File: config.mk
export PLATFORM = sky130hd
export DESIGN_NAME = sargantana_icache_flush_ctrl
export DESIGN_NICKNAME = d
export VERILOG_FILES = /design/src/rtl/sargantana_icache_flush_ctrl.sv
export SDC_FILE = /design/constraint.sdc
export NUM_CORES = 1
export LEC_CHECK = 0
export ABC_AREA = 0
export CORE_MARGIN = 5
export CORE_UTILIZATION = 35
export DETAILED_ROUTE_END_ITERATION = 8
export GPL_ROUTABILITY_DRIVEN = 0
export MAX_ROUTING_LAYER = met4
export PLACE_DENSITY_LB_ADDON = 0.3
export SLEW_MARGIN = 30
export SYNTH_ARGS = -nofsm -noshare
export SYNTH_HDL_FRONTEND = slang
export SYNTH_SLANG_ARGS = --single-unit
export TNS_END_PERCENT = 100
File: constraint.sdc
create_clock -name clk_i -period 2.1 [get_ports clk_i]
set_clock_uncertainty 0.2 [all_clocks]
set_input_delay 0.42 -clock clk_i [delete_from_list [all_inputs] [get_ports clk_i]]
set_output_delay 0.42 -clock clk_i [all_outputs]
set_load 0.01 [all_outputs]
File: src/rtl/sargantana_icache_flush_ctrl.sv
// Instruction-cache flush controller: drains refills, walks the cleaner over every set
// and pulses an ack. Macro ICACHE_FLUSH_ON_RESET_EN makes reset start with a full walk.
module sargantana_icache_flush_ctrl #(
    parameter int unsigned ADDR_WIDHT   = 6,
    parameter int unsigned ICACHE_DEPTH = 64
) (
    input  logic                  clk_i,
    input  logic                  rstn_i,
    input  logic                  flush_req_i,
    output logic                  flush_ack_o,
    input  logic                  refill_busy_i,
    output logic                  lookup_ready_o,
    output logic                  clean_en_o,
    input  logic                  clean_done_i,
    input  logic [ADDR_WIDHT-1:0] clean_addr_i,
    output logic                  vbit_we_o,
    output logic [ADDR_WIDHT-1:0] vbit_addr_o,
    output logic                  vbit_data_o,
    output logic [15:0]           flush_cnt_o
);

    typedef enum logic [1:0] {
        IDLE  = 2'd0,
        DRAIN = 2'd1,
        CLEAN = 2'd2,
        DONE  = 2'd3
    } state_t;

`ifdef ICACHE_FLUSH_ON_RESET_EN
    localparam state_t RESET_STATE = CLEAN;
`else
    localparam state_t RESET_STATE = IDLE;
`endif

    // The cleaner's index width fixes the number of sets it walks.
    if (ICACHE_DEPTH != (1 << ADDR_WIDHT)) begin : g_depth_check
        $error("ICACHE_DEPTH must equal 2**ADDR_WIDHT");
    end

    state_t      state_q, state_d;
    logic        pending_q, pending_d;
    logic [15:0] flush_cnt_q;

    always_ff @(posedge clk_i) begin
        if (!rstn_i) begin
            state_q     <= RESET_STATE;
            pending_q   <= 1'b0;
            flush_cnt_q <= '0;
        end else begin
            state_q   <= state_d;
            pending_q <= pending_d;
            if (state_q == DONE && flush_cnt_q != '1) begin
                flush_cnt_q <= flush_cnt_q + 16'd1;
            end
        end
    end

    always_comb begin
        state_d        = state_q;
        pending_d      = pending_q;
        lookup_ready_o = 1'b0;
        clean_en_o     = 1'b0;
        vbit_we_o      = 1'b0;
        flush_ack_o    = 1'b0;
        unique case (state_q)
            IDLE: begin
                lookup_ready_o = !flush_req_i;
                if (flush_req_i) begin
                    state_d = refill_busy_i ? DRAIN : CLEAN;
                end
            end
            DRAIN: begin
                if (flush_req_i) pending_d = 1'b1;
                if (!refill_busy_i) state_d = CLEAN;
            end
            CLEAN: begin
                clean_en_o = 1'b1;
                vbit_we_o  = 1'b1;
                if (flush_req_i) pending_d = 1'b1;
                if (clean_done_i) state_d = DONE;
            end
            DONE: begin
                flush_ack_o = 1'b1;
                // A request landing in DONE is folded straight into the next walk.
                if (pending_q || flush_req_i) begin
                    state_d   = CLEAN;
                    pending_d = 1'b0;
                end else begin
                    state_d = IDLE;
                end
            end
            default: state_d = IDLE;
        endcase
    end

    assign vbit_addr_o = clean_addr_i;
    assign vbit_data_o = 1'b0;
    assign flush_cnt_o = flush_cnt_q;

endmodule

# Yosys cells after proc, flatten, opt, wreduce, memory -nomap -nowiden
# Index checks and enable logic that the tools add are counted.
# W data, S select, Z words.
totals:
  reg_bits: 19
  inputBits: 11
  out_inout_bits: 27
  wordCells: 33
classes:
  add_sub_neg: 1
  n_eq_ne: 9
  mux: 12
  reduce_logical: 8
ops:
  columns: ["op", "n"]
  rows:
  - ["$add A16 B1 Y16 const B", 1]
  - ["$ne A16 B16 Y1 const B", 1]
  - ["$mux W2", 5]
  - ["$pmux W2 S4", 1]
  - ["$ne A2 B2 Y1 const B", 3]
  - ["$reduce_and A3 Y1", 2]
  - ["$mux W1", 5]
  - ["$eq A2 B2 Y1 const B", 2]
  - ["$ne A2 B1 Y1 const B", 2]
  - ["$eq A2 B1 Y1 const B", 1]
  - ["$logic_not A2 Y1", 1]
  - ["$pmux W1 S2", 1]
  - ["$reduce_bool A2 Y1", 1]
  - ["$reduce_or A2 Y1", 1]
  - ["$logic_and A1 B1 Y1", 1]
  - ["$logic_not A1 Y1", 1]
  - ["$logic_or A1 B1 Y1", 1]

# Longest topological paths before layout
depth:
  word_depth: 4
  ltp_mapped: 6

# Worst setup path after synthesis
# No wires, ideal clock.
synth_path:
  kind: "flip-flop to flip-flop"
  start: "register state_q[1]"
  end: "register flush_cnt_q[15] (netlist: flush_cnt_o[15])"
  arrival_ns: 1.615
  setup_slack_ns: 0.143
  stages_incl_launch_ff: 7
  cell_sequence: "dfxtp_1 ha_1 buf_6 nand2_1 or4_4 o311ai_0 o41ai_1"
synth_via:
  elab_chain_cells: 2
synth_lines:
  columns: ["element", "line_no", "source"]
  rows:
  - ["from (decl)", "40", "state_t state_q, state_d;"]
  - ["from (signal assigned)", "50", "state_q <= state_d;"]
  - ["$eq A2 B2 Y1", "52", "if (state_q == DONE && flush_cnt_q != '1) begin"]
  - ["$logic_and A1 B1 Y1", "52", null]
  - ["to (signal assigned)", "53", "flush_cnt_q <= flush_cnt_q + 16'd1;"]
  - ["to (decl)", "42", "logic [15:0] flush_cnt_q;"]
# No other way between the ends.
# A chain may end at the register's enable or synchronous reset.

# Worst setup path in the final report
layout_path:
  start: "register state_q[0]"
  end: "output flush_ack_o"
layout_via:
  elab_chain_cells: 2
layout_lines:
  columns: ["element", "line_no", "source"]
  rows:
  - ["$eq A2 B2 Y1", "65", "unique case (state_q)"]
  - ["$mux W1", "65", null]
  - ["to (decl)", "10", "output logic flush_ack_o,"]
# No other way between the ends.

==> results by group <==
STA
  • Fin crit period: 2.051 ns
  • Tcrit/Tclk final: 97.66%
  • Pins Over Slew Limit: 0
  • Fin worst setup slack: 0.04914 ns
  • WHS: 0.3067 ns
  • Final hold vios: 0
  • Finish-stage setup viols: 0
  • Fin Setup TNS: 0 ns
  • FMAX: 0.4876 GHz
  • RSZ-0062 raised after global routing: false

Setup path
  • Crit path DAT: 1.43 ns
  • Slowest stage delay, CP: 0.55 ns
  • Setup CP Type: register to output port
  • Startpoint Class: register
  • RR Endpoint: flush_cnt_o[15]
  • Crit path depth: 2
  • CP Launch Point: state_q[0]
  • Critical path peak fanout: 8
  • Reg2reg setup slack: 0.14 ns
  • R2R depth: 4
  • CP required: 1.48 ns
  • Top delay family on crit path: buffers and inverters
  • CP Capture Type: output port
  • CP cell instances: ha_4, clkdlybuf4s50_1
  • Slowest cell on the critical path: clkdlybuf4s50_1
  • Sum of buffers and inverters on the critical path: 1
  • RR Startpoint: flush_cnt_o[8]

Final layout
  • Non-filler cells, final: 207
  • N_diodes: 0
  • Design area: 0.001485 sq mm
  • Share of cells above drive strength 1: 15.95%
  • Nets@finish: 182
  • FILL cells: 295
  • Area growth syn-to-layout: 31.60%
  • Final core occ: 48.25%

Clock network
  • Post-CTS Setup Repair Bufs: 0
  • Clk_lat worst skew: 0.30 ns
  • CTS tree: done
  • CTS Buffer Depth: 2
  • H-tree levels: 1
  • CTS Buf Count: 3
  • Clock sink count: 19
  • Worst-path clk slew: 0.11 ns
  • CTS root buffer: clkbuf_4

Power
  • Net Sw Frac: 34.43%
  • Maximum vdd drop: 0.3743 mV
  • Register share of total power: 44.9%
  • Comb pwr share: 36.3%
  • PD cells: 671.8 mW/mm^2
  • Cell-internal power: 654.2 uW
  • Switching power: 343.5 uW
  • Pleak: 0.5233 nW
  • Clk pwr share: 18.8%
  • Tot Pwr: 997.7 uW

Drt
  • Routed wl met2: 1279 um
  • TritonRoute pass-1 iters: 2
  • Uppermost routed layer: met4
  • Vias/cell: 5.092
  • Routed Antenna Nets: 0
  • Drt first-iter violations: 13
  • WL final: 2629 um
  • Vias: 1054
  • DR WL/cell: 12.70 um
  • Routed wl met3: 106 um
  • DRC viols: 0
  • M1 wire length: 1220 um

Logic synthesis
  • Top cells by area, synth: dfxtp_1 (34%), ha_1 (7.8%), buf_4 (5.3%)
  • Yosys reg bits: 19
  • Asr flop ratio synth: 0%
  • Commonest cells in the netlist: dfxtp_1 (19), nand2_1 (12), a21oi_1 (11), buf_4 (8)
  • Number of synthesis warnings: 0
  • EDFF count, synth: 0
  • Most common cell in the netlist: dfxtp_1
  • Synthesized area per cell: 8.550 sq um
  • Area leader, netlist: dfxtp_1
  • Netlist cell types: 38
  • Cell count after synthesis: 132
  • Synth top area share: 33.70%
  • Top FF cell, synth: dfxtp_1
  • Mapped cell area: 0.001129 sq mm
  • Syn nets: 150
  • Sequential fraction of the synthesis area: 33.70%

Die
  • Die height: 66.79 um
  • Die area: 0.004460 sq mm
  • Die width: 66.79 um
  • IO Pins: 38
  • Initial Util: 36.67%
  • CORE AREA: 0.003078 sq mm
  • Floorplan row count: 20

Min path
  • Type of the most critical hold path: register to register
  • Hold depth: 2
  • Worst Hold End: flush_cnt_o[7]
  • Worst hold start: flush_cnt_o[7]

Run status
  • Status: finished clean

Placement
  • Port Buffers: 24
  • Placed Cells: 203
  • Placed Instance Area: 0.001441 sq mm
  • Dpl hpwl: 1997 um
  • Dpl ws: -0.06796 ns

GRT
  • Vias in the first global route: 1025
  • Global-route wire length before repair: 4485 um
  • Initial antenna violation count: 0
  • Grt ovf: 0
  • Largest net degree at the start of global routing: 14
  • Gr usage total: 13.21%

Run
  • Max-Cap Viols: 0
worst min-delay path: cells and delay by family, from the launching register on:
kind          cells  cell delay, ns
flops             1            0.35
simple gates      1            0.06
mux               1            0.05
per-layer routing:
| metal | GRT usage [%] | up-vias |
|---|---|---|
| met5 | - | - |
| met2 | 21.78 | 16 |
| met1 | 15.68 | 488 |
| li1 | - | 546 |
| met3 | 3.879 | 4 |
| met4 | 3.553 | 0 |
layout make-up:
class	instances	area, sq um	area share (%)
inverters	7	26.28	1.769
multi-input cells	95	646.9	43.56
clock buffers	4	26.28	1.769
well taps	44	55.05	3.707
flip-flops and latches	19	387.9	26.12
repair buffers	38	342.8	23.08
layout by cell type (no fill, tap or decap), drive strengths merged, types with 3 or more instances in the layout:
cell and n:
clkdlybuf4s50 21, dfxtp 19, buf 14, nand2 12, a21oi 11, o21ai 7, inv 7, ha 7
nand3 5, nor3 5, or3 5, nand4 5, clkbuf 4, nor2 3, a211oi 3, or4 3
how the worst max path moves through the flow:
| stage | to |
|---|---|
| finish | flush_ack_o |
| global route | flush_ack_o |
| CTS | flush_ack_o |
| detailed placement | lookup_ready_o |
| global placement | lookup_ready_o |
| floorplan | flush_cnt_o[15] |
power by group through the flow:
stage	Combinational, mW	Sequential (mW)	Clock (mW)
after floorplan	0.268	0.425	0
after global placement	0.361	0.430	0
after detailed placement	0.378	0.432	0
after CTS	0.364	0.440	0.197
after global routing	0.398	0.452	0.212
final	0.363	0.448	0.187
sequential cells by signal, summed over array words and instances (netlist names):
name and flops:
flush_cnt_o 16, state_q 2, pending_q 1
what timing repair did:
action,in CTS,in global routing
hold endpoints to repair,0,0
endpoints found under the setup margin,7,2
cloned,0,0
pin swaps,0,0
resized for setup,8,3
hold buffers,0,0
kinds of logic after synthesis:
kind of cell | synth area share (%)
and+or+nand+nor | 25.16
muxes | 0.8870
DFF | 33.70
buffers and inverters | 10.09
AOI/OAI and AO/OA | 20.51
adders and majority gates | 7.760
other | 0.3323
xor gates and xnor gates | 1.552
(Power assumes the default switching activity.)
